`config.mk`:
```
export PLATFORM = sky130hd
export DESIGN_NAME = ram_port_arbiter_flat
export DESIGN_NICKNAME = d
export VERILOG_FILES = /design/src/rtl/ram_port_arbiter_if.sv /design/src/rtl/ram_port_arbiter.sv /design/src/flat_wrapper.sv
export SDC_FILE = /design/constraint.sdc
export NUM_CORES = 1
export LEC_CHECK = 0
export BUFFER_PORTS_ARGS = -buffer_cell sky130_fd_sc_hd__buf_2
export CORE_MARGIN = 5
export CORE_UTILIZATION = 47
export CTS_CLUSTER_DIAMETER = 80
export DETAILED_ROUTE_END_ITERATION = 8
export GPL_TIMING_DRIVEN = 0
export PLACE_DENSITY_LB_ADDON = 0.15
export REMOVE_ABC_BUFFERS = 1
export SLEW_MARGIN = 20
export SYNTH_ARGS = -nofsm -noshare
export SYNTH_HDL_FRONTEND = slang
export SYNTH_SLANG_ARGS = --single-unit
```
`constraint.sdc`:
```
create_clock -name clk -period 2.35 [get_ports clk]
set_clock_uncertainty 0.15 [all_clocks]
set_input_delay 0 -clock clk [delete_from_list [all_inputs] [get_ports clk]]
set_output_delay 0 -clock clk [all_outputs]
set_load 0.02 [all_outputs]
```
`src/rtl/ram_port_arbiter_if.sv`:
```
// -----------------------------------------------------------------------------
// ram_port_arbiter_if
//
// Purpose: bundles the two requester handshakes and the RAM pin group that the
// ram_port_arbiter sits between.
//
// Signal summary:
//   pX_req    requester -> arbiter   access request, held until pX_gnt
//   pX_rw     requester -> arbiter   1 = write, 0 = read
//   pX_addr   requester -> arbiter   8-bit word address
//   pX_wdata  requester -> arbiter   32-bit write data
//   pX_gnt    arbiter -> requester   one-cycle grant pulse
//   pX_done   arbiter -> requester   one-cycle completion pulse
//   pX_rdata  arbiter -> requester   last read result for that port
//   ram_addr  arbiter -> RAM         word address
//   ram_din   arbiter -> RAM         write data
//   ram_en    arbiter -> RAM         enable
//   ram_rw    arbiter -> RAM         direction, 1 = write
//   ram_dout  RAM -> arbiter         read data
//
// Modports:
//   slave  : the arbiter itself
//   master : the surrounding environment (requesters plus the RAM)
// -----------------------------------------------------------------------------
interface ram_port_arbiter_if;
    logic        p0_req;
    logic        p0_rw;
    logic [7:0]  p0_addr;
    logic [31:0] p0_wdata;
    logic        p0_gnt;
    logic        p0_done;
    logic [31:0] p0_rdata;

    logic        p1_req;
    logic        p1_rw;
    logic [7:0]  p1_addr;
    logic [31:0] p1_wdata;
    logic        p1_gnt;
    logic        p1_done;
    logic [31:0] p1_rdata;

    logic [7:0]  ram_addr;
    logic [31:0] ram_din;
    logic        ram_en;
    logic        ram_rw;
    logic [31:0] ram_dout;

    modport slave (
        input  p0_req, p0_rw, p0_addr, p0_wdata,
        input  p1_req, p1_rw, p1_addr, p1_wdata,
        input  ram_dout,
        output p0_gnt, p0_done, p0_rdata,
        output p1_gnt, p1_done, p1_rdata,
        output ram_addr, ram_din, ram_en, ram_rw
    );

    modport master (
        output p0_req, p0_rw, p0_addr, p0_wdata,
        output p1_req, p1_rw, p1_addr, p1_wdata,
        output ram_dout,
        input  p0_gnt, p0_done, p0_rdata,
        input  p1_gnt, p1_done, p1_rdata,
        input  ram_addr, ram_din, ram_en, ram_rw
    );
endinterface

```
`src/rtl/ram_port_arbiter.sv`:
```
// -----------------------------------------------------------------------------
// ram_port_arbiter
//
// Purpose: two-port access controller in front of a 256x32 word RAM. Accepts
// single-word read/write requests from two requesters, picks one, drives the
// RAM address/data/enable/direction lines for the access and returns read data
// with a one-cycle completion pulse. It is the only driver of the RAM inputs.
//
// Parameters:
//   RD_LAT   cycles ram_en is held for a read before ram_dout is captured (1..3)
//
// Ports:
//   clk      in   system clock, all state on the rising edge
//   rst_n    in   asynchronous active-low reset
//   bus      ram_port_arbiter_if.slave : requester handshakes and RAM pins
//
// Configuration macro:
//   RAM_ARB_RR_EN  defined     -> round-robin on contention (port that did not
//                                 win last is granted)
//                  not defined -> fixed priority, port 0 wins contention
//
// Sequencing: IDLE -> ACCESS (1 cycle for writes, RD_LAT cycles for reads)
// -> DONE -> IDLE. Every output is a register, so reset drops ram_en at once.
// -----------------------------------------------------------------------------
module ram_port_arbiter #(
    parameter int RD_LAT = 1
) (
    input  logic              clk,
    input  logic              rst_n,
    ram_port_arbiter_if.slave bus
);

    typedef enum logic [1:0] {
        IDLE   = 2'd0,
        ACCESS = 2'd1,
        DONE   = 2'd2
    } state_e;

    // Counter value on the final read cycle of an access.
    localparam logic [1:0] LAST_CNT = 2'(RD_LAT - 1);

    state_e      state_q, state_d;
    logic        winner_q, winner_d;   // port owning the current access (1 = port 1)
    logic [1:0]  cnt_q, cnt_d;
    logic [7:0]  addr_q, addr_d;
    logic [31:0] din_q, din_d;
    logic        rw_q, rw_d;
    logic        en_q, en_d;
    logic        gnt0_q, gnt0_d;
    logic        gnt1_q, gnt1_d;
    logic        done0_q, done0_d;
    logic        done1_q, done1_d;
    logic [31:0] rdata0_q, rdata0_d;
    logic [31:0] rdata1_q, rdata1_d;
`ifdef RAM_ARB_RR_EN
    logic        last_q, last_d;       // port that won the most recent grant
`endif

    logic        any_req_s;
    logic        win_s;
    logic        last_step_s;

    assign any_req_s   = bus.p0_req | bus.p1_req;
    // Writes occupy a single ACCESS cycle; reads run until the counter expires.
    assign last_step_s = rw_q | (cnt_q == LAST_CNT);

    // Arbitration: choose which requester wins in IDLE.
    always_comb begin
        if (bus.p0_req && bus.p1_req) begin
`ifdef RAM_ARB_RR_EN
            win_s = ~last_q;
`else
            win_s = 1'b0;
`endif
        end else if (bus.p1_req) begin
            win_s = 1'b1;
        end else begin
            win_s = 1'b0;
        end
    end

    // FSM state register.
    always_ff @(posedge clk or negedge rst_n) begin
        if (!rst_n) begin
            state_q <= IDLE;
        end else begin
            state_q <= state_d;
        end
    end

    // FSM next-state logic.
    always_comb begin
        state_d = state_q;
        case (state_q)
            IDLE: begin
                if (any_req_s) begin
                    state_d = ACCESS;
                end else begin
                    state_d = IDLE;
                end
            end
            ACCESS: begin
                if (last_step_s) begin
                    state_d = DONE;
                end else begin
                    state_d = ACCESS;
                end
            end
            DONE: begin
                state_d = IDLE;
            end
            default: begin
                state_d = IDLE;
            end
        endcase
    end

    // FSM output logic: next values of every registered output and datapath field.
    always_comb begin
        winner_d = winner_q;
        cnt_d    = cnt_q;
        addr_d   = addr_q;
        din_d    = din_q;
        rw_d     = rw_q;
        en_d     = en_q;
        gnt0_d   = 1'b0;
        gnt1_d   = 1'b0;
        done0_d  = 1'b0;
        done1_d  = 1'b0;
        rdata0_d = rdata0_q;
        rdata1_d = rdata1_q;
`ifdef RAM_ARB_RR_EN
        last_d   = last_q;
`endif
        case (state_q)
            IDLE: begin
                if (any_req_s) begin
                    // Latch the winner's fields now; requester inputs are
                    // ignored for the rest of the access.
                    winner_d = win_s;
                    en_d     = 1'b1;
                    cnt_d    = 2'd0;
`ifdef RAM_ARB_RR_EN
                    last_d   = win_s;
`endif
                    if (win_s) begin
                        addr_d = bus.p1_addr;
                        din_d  = bus.p1_wdata;
                        rw_d   = bus.p1_rw;
                        gnt1_d = 1'b1;
                    end else begin
                        addr_d = bus.p0_addr;
                        din_d  = bus.p0_wdata;
                        rw_d   = bus.p0_rw;
                        gnt0_d = 1'b1;
                    end
                end else begin
                    en_d = 1'b0;
                end
            end
            ACCESS: begin
                if (last_step_s) begin
                    en_d = 1'b0;
                    if (winner_q) begin
                        done1_d = 1'b1;
                    end else begin
                        done0_d = 1'b1;
                    end
                    // Only reads update the winner's result register.
                    if (!rw_q && winner_q) begin
                        rdata1_d = bus.ram_dout;
                    end else if (!rw_q) begin
                        rdata0_d = bus.ram_dout;
                    end else begin
                        rdata0_d = rdata0_q;
                    end
                end else begin
                    cnt_d = cnt_q + 2'd1;
                end
            end
            DONE: begin
                en_d = 1'b0;
            end
            default: begin
                en_d = 1'b0;
            end
        endcase
    end

    // Datapath and output registers.
    always_ff @(posedge clk or negedge rst_n) begin
        if (!rst_n) begin
            winner_q <= 1'b0;
            cnt_q    <= 2'd0;
            addr_q   <= 8'h00;
            din_q    <= 32'h0000_0000;
            rw_q     <= 1'b0;
            en_q     <= 1'b0;
            gnt0_q   <= 1'b0;
            gnt1_q   <= 1'b0;
            done0_q  <= 1'b0;
            done1_q  <= 1'b0;
            rdata0_q <= 32'h0000_0000;
            rdata1_q <= 32'h0000_0000;
`ifdef RAM_ARB_RR_EN
            last_q   <= 1'b1;
`endif
        end else begin
            winner_q <= winner_d;
            cnt_q    <= cnt_d;
            addr_q   <= addr_d;
            din_q    <= din_d;
            rw_q     <= rw_d;
            en_q     <= en_d;
            gnt0_q   <= gnt0_d;
            gnt1_q   <= gnt1_d;
            done0_q  <= done0_d;
            done1_q  <= done1_d;
            rdata0_q <= rdata0_d;
            rdata1_q <= rdata1_d;
`ifdef RAM_ARB_RR_EN
            last_q   <= last_d;
`endif
        end
    end

    assign bus.ram_addr = addr_q;
    assign bus.ram_din  = din_q;
    assign bus.ram_en   = en_q;
    assign bus.ram_rw   = rw_q;
    assign bus.p0_gnt   = gnt0_q;
    assign bus.p1_gnt   = gnt1_q;
    assign bus.p0_done  = done0_q;
    assign bus.p1_done  = done1_q;
    assign bus.p0_rdata = rdata0_q;
    assign bus.p1_rdata = rdata1_q;

endmodule

```
`src/flat_wrapper.sv`:
```
// flat-port wrapper written by rule: the top's interface ports become plain ports
module ram_port_arbiter_flat 
#(
    parameter int RD_LAT = 1
)
  (clk, rst_n, bus_p0_req, bus_p0_rw, bus_p0_addr, bus_p0_wdata, bus_p1_req, bus_p1_rw, bus_p1_addr, bus_p1_wdata, bus_ram_dout, bus_p0_gnt, bus_p0_done, bus_p0_rdata, bus_p1_gnt, bus_p1_done, bus_p1_rdata, bus_ram_addr, bus_ram_din, bus_ram_en, bus_ram_rw);
  ram_port_arbiter_if bus_i ();
  input  logic clk;
  input  logic rst_n;
  input wire logic [$bits(bus_i.p0_req)-1:0] bus_p0_req;
  input wire logic [$bits(bus_i.p0_rw)-1:0] bus_p0_rw;
  input wire logic [$bits(bus_i.p0_addr)-1:0] bus_p0_addr;
  input wire logic [$bits(bus_i.p0_wdata)-1:0] bus_p0_wdata;
  input wire logic [$bits(bus_i.p1_req)-1:0] bus_p1_req;
  input wire logic [$bits(bus_i.p1_rw)-1:0] bus_p1_rw;
  input wire logic [$bits(bus_i.p1_addr)-1:0] bus_p1_addr;
  input wire logic [$bits(bus_i.p1_wdata)-1:0] bus_p1_wdata;
  input wire logic [$bits(bus_i.ram_dout)-1:0] bus_ram_dout;
  output wire logic [$bits(bus_i.p0_gnt)-1:0] bus_p0_gnt;
  output wire logic [$bits(bus_i.p0_done)-1:0] bus_p0_done;
  output wire logic [$bits(bus_i.p0_rdata)-1:0] bus_p0_rdata;
  output wire logic [$bits(bus_i.p1_gnt)-1:0] bus_p1_gnt;
  output wire logic [$bits(bus_i.p1_done)-1:0] bus_p1_done;
  output wire logic [$bits(bus_i.p1_rdata)-1:0] bus_p1_rdata;
  output wire logic [$bits(bus_i.ram_addr)-1:0] bus_ram_addr;
  output wire logic [$bits(bus_i.ram_din)-1:0] bus_ram_din;
  output wire logic [$bits(bus_i.ram_en)-1:0] bus_ram_en;
  output wire logic [$bits(bus_i.ram_rw)-1:0] bus_ram_rw;
  assign bus_i.p0_req = bus_p0_req;
  assign bus_i.p0_rw = bus_p0_rw;
  assign bus_i.p0_addr = bus_p0_addr;
  assign bus_i.p0_wdata = bus_p0_wdata;
  assign bus_i.p1_req = bus_p1_req;
  assign bus_i.p1_rw = bus_p1_rw;
  assign bus_i.p1_addr = bus_p1_addr;
  assign bus_i.p1_wdata = bus_p1_wdata;
  assign bus_i.ram_dout = bus_ram_dout;
  assign bus_p0_gnt = bus_i.p0_gnt;
  assign bus_p0_done = bus_i.p0_done;
  assign bus_p0_rdata = bus_i.p0_rdata;
  assign bus_p1_gnt = bus_i.p1_gnt;
  assign bus_p1_done = bus_i.p1_done;
  assign bus_p1_rdata = bus_i.p1_rdata;
  assign bus_ram_addr = bus_i.ram_addr;
  assign bus_ram_din = bus_i.ram_din;
  assign bus_ram_en = bus_i.ram_en;
  assign bus_ram_rw = bus_i.ram_rw;
  ram_port_arbiter #(.RD_LAT(RD_LAT)) u_core (.clk(clk), .rst_n(rst_n), .bus(bus_i));
endmodule
```
Word-level counts from Yosys, hierarchy flattened. Cells that the tools add are included.

Flip-flop bits (word level): 115. Bits of input ports: 118. Output and inout bits: 110. Logic and storage cells: 58.

Add/sub/neg operators: 1. Equal/unequal tests: 4. Mux-type cells: 26. Bitwise operators: 4. Reduce and logical (&&, ||, !) cells: 10.

Operator list (number): $mux 32 (1); $mux 1 (18); $mux 8 (1); $pmux 2 s2 (2); $mux 2 (3); $reduce_and 3->1 (2); $logic_not 2->1 (2); $ne 2x1->1 const B (2); $reduce_and 4->1 (1); $add 2x1->2 const B (1); $eq 2x1->1 const B (1); $logic_and 1x1->1 (2); $ne 2x2->1 const B (1); $not 1->1 (2); $or 1x1->1 (2); $pmux 1 s2 (1); $reduce_and 2->1 (1); $reduce_bool 2->1 (1); $logic_not 1->1 (1).

Depth between registers and ports, before layout.
Word-level depth: 5. Depth in mapped cells: 6.

Worst setup path after synthesis. Ideal clock, no wire load.

Path kind: register to register. Start: register u_core.rw_q (netlist: u_core.bus.ram_rw). End: register u_core.rdata0_q[10] (netlist: u_core.bus.p0_rdata[10]). Setup time: 127 ps. Arrival time: 1426 ps. Data required time: 2073 ps. Setup slack: 646 ps. Cell stages (with the launch flop): 6. Clock period less this slack: 1704 ps. Path through: dfrtp_1 nor3b_2 and3b_1 buf_2 buf_6 mux2_1.

Longest elaborated chain between the ends: 4. Elaborated cells on any way between the ends: 6. Classes of those cells: 3 x bitwise; 3 x reduce/logical.

RTL lines: from (decl) (RTL line ram_port_arbiter.sv:47) `logic rw_q, rw_d;`; from (signal assigned) (RTL line ram_port_arbiter.sv:213) `rw_q <= rw_d;`; $logic_not 1->1 (RTL line ram_port_arbiter.sv:170) `if (!rw_q && winner_q) begin`; $logic_and 1x1->1 (RTL line ram_port_arbiter.sv:170); $not 1->1 (no source line); $reduce_and 4->1 (no source line) *; to (signal assigned) (RTL line ram_port_arbiter.sv:219) `rdata0_q <= rdata0_d;`; to (decl) (RTL line ram_port_arbiter.sv:53) `logic [31:0] rdata0_q, rdata0_d;`.

Every way passes the cells marked *; elsewhere a longest branch is shown, timed or not. A chain may end at the register's enable or synchronous reset.

Final worst setup path.
Start: register u_core.cnt_q[0]. End: register u_core.rdata1_q[16] (netlist: u_core.bus.p1_rdata[16]).

Longest elaborated chain between the ends: 3.

RTL lines: from (decl) (RTL line ram_port_arbiter.sv:44) `logic [1:0] cnt_q, cnt_d;`; from (signal assigned) (RTL line ram_port_arbiter.sv:210) `cnt_q <= cnt_d;`; $logic_not 2->1 (RTL line ram_port_arbiter.sv:65) `assign last_step_s = rw_q | (cnt_q == LAST_CNT);`; $or 1x1->1 (RTL line ram_port_arbiter.sv:65); $reduce_and 3->1 (no source line); to (signal assigned) (RTL line ram_port_arbiter.sv:220) `rdata1_q <= rdata1_d;`; to (decl) (RTL line ram_port_arbiter.sv:54) `logic [31:0] rdata1_q, rdata1_d;`.

Every way passes these cells.

==> out/qor_table.md <==
| Quantity | Reported |
| --- | --- |
| Result of the run | finished, final reports clean |
| Category of the worst setup path launch point | flip-flop |
| Count of cell types in the netlist | 24 |
| Number of warning messages in the yosys log | 0 |
| Largest voltage drop on the vdd net | 0.689 mV |
| Number of hold-slack violations in the final timing report | 0 |
| Final critical path time including I/O delays and setup | 1.96 ns |
| Portion of the clock cycle consumed by the worst path in the final layout | 0.833 |
| Initial antenna violation count | 0 |
| Static leakage power | 3.93 nW |
| Final net count | 776 |
| WL/cell | 17.8 µm |
| Routability cong. | 0.797 |
| Data arrival time of the critical path | 2.20 ns |
| Count of instances resized after the clock tree is built | 0 |
| Number of cells in the design after placement | 653 |
| Layout cells sized above 1 | 0.560 |
| Final setup violation count | 0 |
| Floorplan core area | 10400 µm² |
| Largest driver fanout on the critical path | 21 |
| Detailed Routing Iterations Pass 1 | 4 |
| Worst max-slew margin expressed relative to the limit | 0.582 |
| H-tree lvl count | 4 |
| Violation count after the first detailed-route iteration | 202 |
| Via count of the routed design | 3850 |
| Count of hold buffers inserted by post-cts repair | 120 |
| Maximum number of pins on one net before global-route repair | 78 |
| Fmax | 511 MHz |
| Die width | 113 µm |
| Worst slew pin tran | 0.618 ns |
| Clock transition at path regs | 0.06 ns |
| Detail Route Antenna Nets | 0 |
| Worst Path Class, Setup | reg -> reg |
| Type of destination of the critical path | flip-flop |
| Number of setup buffers added after CTS | 0 |
| P per Cell Area | 1330 nW/µm² |
| Async S/R FF share, synth | 1.00 |
| Y dimension of the die | 113 µm |
| Number of enable-type register cells in the synthesized netlist | 0 |
| Area of the die | 12800 µm² |
| Maximum capacitance violations | 0 |
| Sequential cell area fraction in the yosys report | 0.574 |
| Hold slack final | 0.0974 ns |
| Average via count per standard cell | 4.78 |
| Final Non-Filler Cells | 806 |
| Cells after synthesis | 303 |
| TritonCTS clock tree | yes |
| Dominant register cell in the synthesized netlist | dfrtp_1 |
| I/O pins | 228 |
| Cell area after synthesis | 5020 µm² |
| First-pass GRT wire length | 22900 µm |
| Layout area overhead | 61.1% |
| Final WL | 14400 µm |
| Overflow left after global routing | 0 |
| Mean cell area of the mapped netlist | 16.6 µm² |
| Number of pins with negative max-slew slack in the final report | 0 |
| Initial cell density of the core | 0.484 |
| Max clock buf depth | 2 |
| Overall power of the completed layout | 0.0107 W |
| Post-synthesis sequential element count | 115 |
| Row count | 37 |
| Number of inserted diodes | 0 |
| Worst-case register-to-register setup slack | 0.39 ns |
| Required time worst endpoint | 2.59 ns |
| Post-route DRC | 0 |
| Cell at the root of the clock tree | clkbuf_8 |
| Via count of the first global-routing pass | 4416 |
| DPL Wire Length | 8380 µm |
| Global-route total usage across every layer | 0.228 |
| Clock insertion delay at the later pin of the skew report | 0.51 ns |
| Number of sinks handled by clock tree synthesis | 115 |
| Type of the worst min-delay path | in -> reg |
| Setup repair after global routing missed its margin | false |
| Number of buffers added by the clock tree synthesis step | 17 |
| IO buf count | 227 |
## Yosys cell counts (2+ instances only)
cell,count,area [µm²]
buf_2,4,20.0
mux2_2,66,743
a21o_1,2,15.0
mux2_4,39,586
o21ai_0,2,10.0
nand2_1,2,7.51
buf_12,4,80.1
dfrtp_1,115,2880
inv_1,2,7.51
nor2_1,3,11.3
mux2_1,41,462
buf_4,4,30.0
and2_1,4,25.0
buf_6,5,56.3
## stage by stage
| step | TNS, ns | setup slack (ns) | area [µm²] | utilization |
|---|---|---|---|---|
| final | 0 | 0.393 | 8090 | 0.780 |
| after global routing | 0 | 0.263 | 8090 | 0.780 |
| after CTS | 0 | 0.317 | 8070 | 0.778 |
| after detailed placement | 0 | 0.348 | 6250 | 0.603 |
| after global placement | -80.51 | -1.02 | 6140 | 0.592 |
| after floorplan | -16.95 | -0.495 | 4830 | - |
## sequential cells by signal (all words and copies together), names as in the netlist
register / flops
u_core.bus.p0_rdata: 32
u_core.bus.p1_rdata: 32
u_core.bus.ram_din: 32
u_core.bus.ram_addr: 8
u_core.cnt_q: 2
u_core.state_q: 2
u_core.bus.p0_done: 1
u_core.bus.p0_gnt: 1
u_core.bus.p1_done: 1
u_core.bus.p1_gnt: 1
u_core.bus.ram_en: 1
u_core.bus.ram_rw: 1
u_core.winner_q: 1
## metal layers
layer | up-vias | track usage | part of all wire
met2 | 176 | 0.378 | 0.48
li1 | 1793 | - | -
met1 | 1861 | 0.272 | 0.40
met4 | 0 | 0.0809 | 0.016
met5 | - | 0 | 0
met3 | 20 | 0.0872 | 0.096
## cells in the final DEF, fill, tap and decap left out, drive strengths merged
cell	netlist	final
bufinv	0	3
clkbuf	0	19
clkinv	0	5
o21ai	2	2
dfrtp	115	115
nor4b	1	1
inv	2	3
nand3	1	1
a21o	2	2
a21oi	1	1
and2	4	4
mux2	146	146
or2	1	1
ha	1	1
nor3b	2	2
nor2	3	3
and3b	1	1
clkinvlp	0	4
buf	17	233
nand2	2	2
dlygate4sd3	0	119
nor2b	2	2
## power breakdown
part           switching (W)  internal, W
sequential          0.000533      0.00298
combinational        0.00248      0.00216
clock               0.000906      0.00167
total                0.00392      0.00681
## area by class of cell
cell class                      instances  area (µm²)
Multi-Input combinational cell        169        1950
Clock inverter                         13         158
Sequential cell                       115        2880
Timing Repair Buffer                  352        2480
Inverter                                2        7.51
Fill cell                             586        2280
Clock buffer                           19         442
Tap cell                              136         170
## kinds of logic after synthesis
family | Yosys count | synth area share
AND/OR/NAND/NOR | 17 | 0.0224
buffers and inverters | 19 | 0.0387
multiplexers | 146 | 0.357
flip-flops | 115 | 0.574
adder cells (fa/ha/maj) | 1 | 0.00249
AO/OA/AOI/OAI | 5 | 0.00598
## final timing paths
kind	start	to	cells after the start
min in group asynchronous	rst_n	u_core.bus.p0_rdata[25]$_DFFE_PN0P_	4
hold / removal	bus_ram_dout[8]	u_core.bus.p0_rdata[8]$_DFFE_PN0P_	3
max in group asynchronous	rst_n	u_core.bus.ram_addr[2]$_DFFE_PN0P_	4
setup / recovery	u_core.cnt_q[0]$_DFFE_PN0P_	u_core.bus.p1_rdata[16]$_DFFE_PN0P_	5
hold reg to reg	u_core.bus.ram_en$_DFFE_PN0P_	u_core.bus.ram_en$_DFFE_PN0P_	1
setup reg to reg	u_core.cnt_q[0]$_DFFE_PN0P_	u_core.bus.p1_rdata[16]$_DFFE_PN0P_	5
## worst max-delay path, stage by stage, from the launching register on
cell and delay [ns]:
dfrtp_1 0.36, inv_1 0.09, ha_1 0.23, nand3_2 0.36
buf_16 0.31, mux2_1 0.32
No activity file was read; power rests on OpenSTA's default activity.
